<file path="config.mk">
export PLATFORM = sky130hd
export DESIGN_NAME = demux1to4_16bit_stream
export DESIGN_NICKNAME = d
export VERILOG_FILES = /design/src/rtl/demux1to4_16bit_stream.sv
export SDC_FILE = /design/constraint.sdc
export NUM_CORES = 1
export LEC_CHECK = 0
export ABC_AREA = 1
export CAP_MARGIN = 5
export CORE_UTILIZATION = 33
export CTS_CLUSTER_DIAMETER = 80
export DETAILED_ROUTE_END_ITERATION = 6
export GPL_TIMING_DRIVEN = 1
export SYNTH_ARGS = -nofsm -noshare
export SYNTH_HDL_FRONTEND = slang
export SYNTH_SLANG_ARGS = --single-unit
</file>
<file path="constraint.sdc">
create_clock -name clk -period 1.5 [get_ports clk]
set_input_delay 0.3 -clock clk [delete_from_list [all_inputs] [get_ports clk]]
set_output_delay 0.3 -clock clk [all_outputs]
set_load 0.05 [all_outputs]
</file>
<file path="src/rtl/demux1to4_16bit_stream.sv">
// rtl/demux1to4_16bit_stream.sv - registered 1-to-4 stream demux, one holding register per channel
// Optional per-channel delivered-word counters: define DEMUX1TO4_STATS_EN.

module demux1to4_16bit_stream #(
    parameter int WIDTH = 16,
    parameter int CNT_W = 8
) (
    input  logic               clk,
    input  logic               rst_n,
    input  logic [WIDTH-1:0]   x,
    input  logic [1:0]         sel,
    input  logic               x_valid,
    output logic               x_ready,
    output logic [WIDTH-1:0]   y0,
    output logic [WIDTH-1:0]   y1,
    output logic [WIDTH-1:0]   y2,
    output logic [WIDTH-1:0]   y3,
    output logic [3:0]         y_valid,
    input  logic [3:0]         y_ready,
    output logic [4*CNT_W-1:0] stat_cnt
);

    logic [WIDTH-1:0] data_q [4];
    logic [3:0]       valid_q;
    logic [3:0]       load;
    logic [3:0]       drain;
    logic             acc;

    // Ready depends only on the addressed channel, so a stalled channel
    // never blocks words bound for the others.
    assign x_ready = ~valid_q[sel] | y_ready[sel];
    assign acc     = x_valid & x_ready;
    assign drain   = valid_q & y_ready;

    always_comb begin
        load      = 4'b0000;
        load[sel] = acc;
    end

    always_ff @(posedge clk or negedge rst_n) begin
        if (!rst_n) begin
            valid_q <= 4'b0000;
            for (int i = 0; i < 4; i++) begin
                data_q[i] <= '0;
            end
        end else begin
            for (int i = 0; i < 4; i++) begin
                if (load[i]) begin
                    data_q[i]  <= x;
                    valid_q[i] <= 1'b1;
                end else if (drain[i]) begin
                    valid_q[i] <= 1'b0;
                end
            end
        end
    end

    assign y0      = data_q[0];
    assign y1      = data_q[1];
    assign y2      = data_q[2];
    assign y3      = data_q[3];
    assign y_valid = valid_q;

`ifdef DEMUX1TO4_STATS_EN
    logic [CNT_W-1:0] cnt_q [4];

    // Counters stick at all-ones rather than wrapping.
    always_ff @(posedge clk or negedge rst_n) begin
        if (!rst_n) begin
            for (int i = 0; i < 4; i++) begin
                cnt_q[i] <= '0;
            end
        end else begin
            for (int i = 0; i < 4; i++) begin
                if (drain[i] && (cnt_q[i] != {CNT_W{1'b1}})) begin
                    cnt_q[i] <= cnt_q[i] + {{(CNT_W-1){1'b0}}, 1'b1};
                end
            end
        end
    end

    for (genvar g = 0; g < 4; g++) begin : g_stat
        assign stat_cnt[g*CNT_W +: CNT_W] = cnt_q[g];
    end
`else
    assign stat_cnt = '0;
`endif

endmodule

</file>
# Yosys cells after proc, flatten, opt, wreduce, memory -nomap -nowiden
# Index checks and enable logic that the tools add are counted.
# classes
n_mux,14
n_reduce_logical,5
n_lt_le_gt_ge,2
bitwise_logic,5
# ops
op,count
$mux 1,11
$and 4x4->4,2
$reduce_bool 2->1,4
$bmux 1 s2,2
$lt 2x3->1 const B,1
$demux 1 s2,1
$ge 2x1->1 const B,1
$and 1x1->1,1
$logic_and 1x1->1,1
$not 1->1,1
$or 1x1->1,1
# totals
word_cells,34
inputBits,25
out_inout_bits,101
regBits,68

# Depth between registers and ports, before layout
# depth
depth_word,7
depth_mapped,11
ltp_nobuf,9

# Least setup slack after synthesis
# OpenSTA, ideal clock, no wires.
# synth_timing
path_kind,register to output
startpoint,"register valid_q[3], in the netlist y_valid[3]"
endpoint,output port x_ready
stages_incl_launch_ff,7
path_buffers,1
arrival_ns,1.334
path_slack_ns,-0.134
required_ns,1.200
cell_sequence,dfrtp_1 -> nand2_1 -> nand2_1 -> nand2_1 -> nand2_2 -> nand2_8 -> buf_2
# synth_between
elab_chain_cells,4
# synth_lines
item,line_no,rtl
start: declaration,24,logic [3:0] valid_q;
start signal: assignment,42,valid_q <= 4'b0000;
start signal: indexed assignment,50,valid_q[i] <= 1'b1;
start signal: indexed assignment,52,valid_q[i] <= 1'b0;
$bmux 1 s2,31,assign x_ready = ~valid_q[sel] | y_ready[sel];
$mux 1 (implied by the code),31,
$not 1->1,31,
$or 1x1->1,31,
end: declaration,13,"output logic x_ready,"
# Every way passes these cells. The select of a mux whose other input is x is not followed.

# Worst setup path after layout
# layout_timing
startpoint,input port sel[1]
endpoint,output port x_ready
# layout_between
elab_chain_cells,4
elab_cells_between_ends,6
cone_classes,4 x mux; 2 x bitwise
# layout_lines
item,line_no,rtl
start: declaration,11,"input logic [1:0] sel,"
$bmux 1 s2,31,
$mux 1 (implied by the code),31,
$not 1->1,31,
$or 1x1->1 (*),31,
# Every way passes the cells marked *; elsewhere a longest branch is shown, timed or not. The select of a mux whose other input is x is not followed.

==> run summary <==
Setup crit start kind -> input pin
Final period utilization -> 1.03
Min Tclk post-route -> 1.55 ns
Post-Route Setup TNS -> -0.0450 ns
Post-DRT Antenna Nets -> 0
Peak VDD IR -> 0.000714 V
Clk_skew -> 0.0108 ns
Clk network pwr share -> 0.190
Synthesized flop and latch total -> 68
Share of layout cells above drive strength 1 -> 0.289
Area of the multi-input gates -> 1330 um2
Residual DRC -> 0
FF+latch area -> 1710 um2
Row count -> 35
EDFF count, synth -> 0
Worst Tran Pin Value -> 0.506 ns
FFs w/ async S/R, synth -> 1.00
Vias in the first global route -> 2707
Die Wd -> 102 um
CP Capture Type -> primary output
Max Used Layer -> met4
Overflow after GRT -> 0
Pwr dens -> 1480 nW/um2
Routability cong. -> 0.814
Io pins -> 126
Clk_lat worst skew -> 0.33 ns
Met1 wire length -> 4120 um
Clock Sinks -> 68
Syn Area/Cell -> 9.23 um2
Met2 wire len -> 4590 um
Leak Pwr -> 0.00259 uW
Placement Cell Area -> 4960 um2
Syn Inst Count -> 354
Setup CP Type -> input pin to primary output
Vias -> 2863
Filler cells -> 813
Final net count -> 487
Iteration-0 DRC Markers -> 133
Starting Density -> 0.347
Worst-path fanout max -> 5
Gr usage total -> 0.178
CTS root buffer -> clkbuf_8
CP arrival -> 1.25 ns
Clock Path Buffers -> 2
DP Wirelength -> 6320 um
Die area -> 10300 um2
Req. time, crit path -> 1.20 ns
CTS tree -> built
Final worst setup slack -> -0.0450 ns
Status -> complete, but fails checks
Failing checks -> setup timing
Final Hold Vio Count -> 0
Max-cap violations -> 0
DRT Pass-1 Iters -> 4
Design Area, Final -> 5300 um2
Die Span Y -> 102 um
First-pass GRT wire length -> 13900 um
Tightest Hold Check Type -> input pin to flip-flop
Unrepaired setup endpoints after global routing -> yes
Slew margin rel. -> 0.663
Core box area -> 9420 um2
Netlist cell types -> 22
R2R depth -> 9
Pin count of the biggest net entering global routing -> 69
Initial antenna violation count -> 0
Max-slew violations -> 0
Max Clk Rate -> 647 MHz
Met3 wire length -> 531 um
Cell depth of the worst hold path -> 2
Worst-path clk slew -> 0.07 ns
P_int -> 4660 uW
Port bufs -> 93
WL final -> 9420 um
Area grow syn2layout -> 62.3%
Synth Warn # -> 0
H-tree depth -> 3
Post-synthesis sequential area ratio -> 0.521
Vias per cell -> 4.80
Hold Slack -> 0.187 ns
Setup violators final -> 1
Mapped Area -> 3270 um2
Num CTS Buffers -> 9
Drt wl/cell -> 15.8 um
Leading register cell type out of synthesis -> dfrtp_1
Comb pwr share -> 0.476
Ant diodes -> 0
Switching power share of the total -> 0.407
P_sw -> 3190 uW
Part of the power in registers -> 0.334
## cells in the mapped netlist (4+ instances only)
master    number  area [um2]
buf_2         11        55.1
buf_4         33         248
buf_6          7        78.8
clkbuf_1       4        15.0
dfrtp_1       68        1700
inv_1          4        15.0
nand2_1      137         514
nand2_2        4        25.0
nand3_4        4        70.1
nand4_1       64         400
o21ai_1        4        20.0
## logic make-up (layout without fill, tap and decap cells)
group | Yosys count | in the layout | share of synthesized area
DFF | 68 | 68 | 0.521
buffers and inverters | 64 | 141 | 0.136
and+or+nand+nor | 217 | 222 | 0.336
AOI/OAI and AO/OA | 4 | 4 | 0.00613
other | 1 | 32 | 0.00115
## flip-flops by register name, indices dropped and copies added (netlist names)
name,cells
y2,16
y_valid,4
y1,16
y0,16
y3,16
## worst max-delay path: stages
cell	delay [ns]
clkdlybuf4s15_1	0.23
buf_6	0.17
nand3_1	0.09
nand2_2	0.07
nor2_4	0.16
nand2_8	0.07
buf_12	0.15
## power by group through the flow
stage	Clock [uW]	Combinational [uW]	Sequential, uW
final	1490	3740	2620
after global routing	1580	3900	2660
after CTS	1520	3710	2630
after detailed placement	0	3700	2660
after global placement	0	3670	2660
after floorplan	0	724	3680
## per-layer routing
layer  vias up  global-route usage
li1       1351                   -
met1      1392               0.236
met2       107               0.286
met3        13              0.0324
met4         0              0.0780
met5         -                   0
## path summary, 6_finish.rpt
kind                                   startpoint  slack (ns)                endpoint
min in group asynchronous                   rst_n        0.50       y0[4]$_DFFE_PN0P_
hold reg to reg                 y0[3]$_DFFE_PN0P_        0.53       y0[3]$_DFFE_PN0P_
hold / removal                         y_ready[3]        0.19  y_valid[3]$_DFFE_PN0P_
max in group asynchronous                   rst_n        0.66  y_valid[2]$_DFFE_PN0P_
setup / recovery                           sel[1]       -0.05                 x_ready
setup reg to reg           y_valid[1]$_DFFE_PN0P_        0.02      y2[13]$_DFFE_PN0P_
## repair_timing
action	4_1_cts	5_1_grt
gates resized for setup	6	11
hold endpoints to repair	37	0
setup endpoints to repair	69	69
hold buffers	1	0
pin swaps	3	6
setup buffers	1	3
cloned	0	5
## per-stage QoR
step / util / power [uW] / cells / worst slack, ns
after floorplan: - / 4400 / 385 / 0.0487
after global placement: 0.527 / 6330 / 570 / -0.417
after detailed placement: 0.527 / 6370 / 570 / -0.449
after CTS: 0.550 / 7860 / 588 / -0.0709
after global routing: 0.563 / 8150 / 596 / -0.105
final: 0.563 / 7850 / 596 / -0.0450
## layout by cell type, fill, tap and decap left out, types with 3 or more instances in the layout
cell type	Yosys	final
nand2_1	137	137
nand2_2	4	4
o21ai_1	4	4
buf_6	7	4
buf_4	33	14
dfrtp_2	0	4
dlygate4sd2_1	0	3
inv_1	4	4
buf_12	0	74
dfrtp_1	68	64
clkdlybuf4s50_1	0	17
nand3_4	4	9
conb_1	1	32
clkbuf_8	0	10
nand4_1	64	64
## area by class of cell
cell class,instances,share of cell area
Timing Repair Buffer,118,0.356
Sequential cell,68,0.322
Multi-Input combinational cell,258,0.250
Tap cell,129,0.0304
Clock buffer,12,0.0274
Clock inverter,4,0.00920
Inverter,7,0.00543
Power figures use the tool's default switching activity.
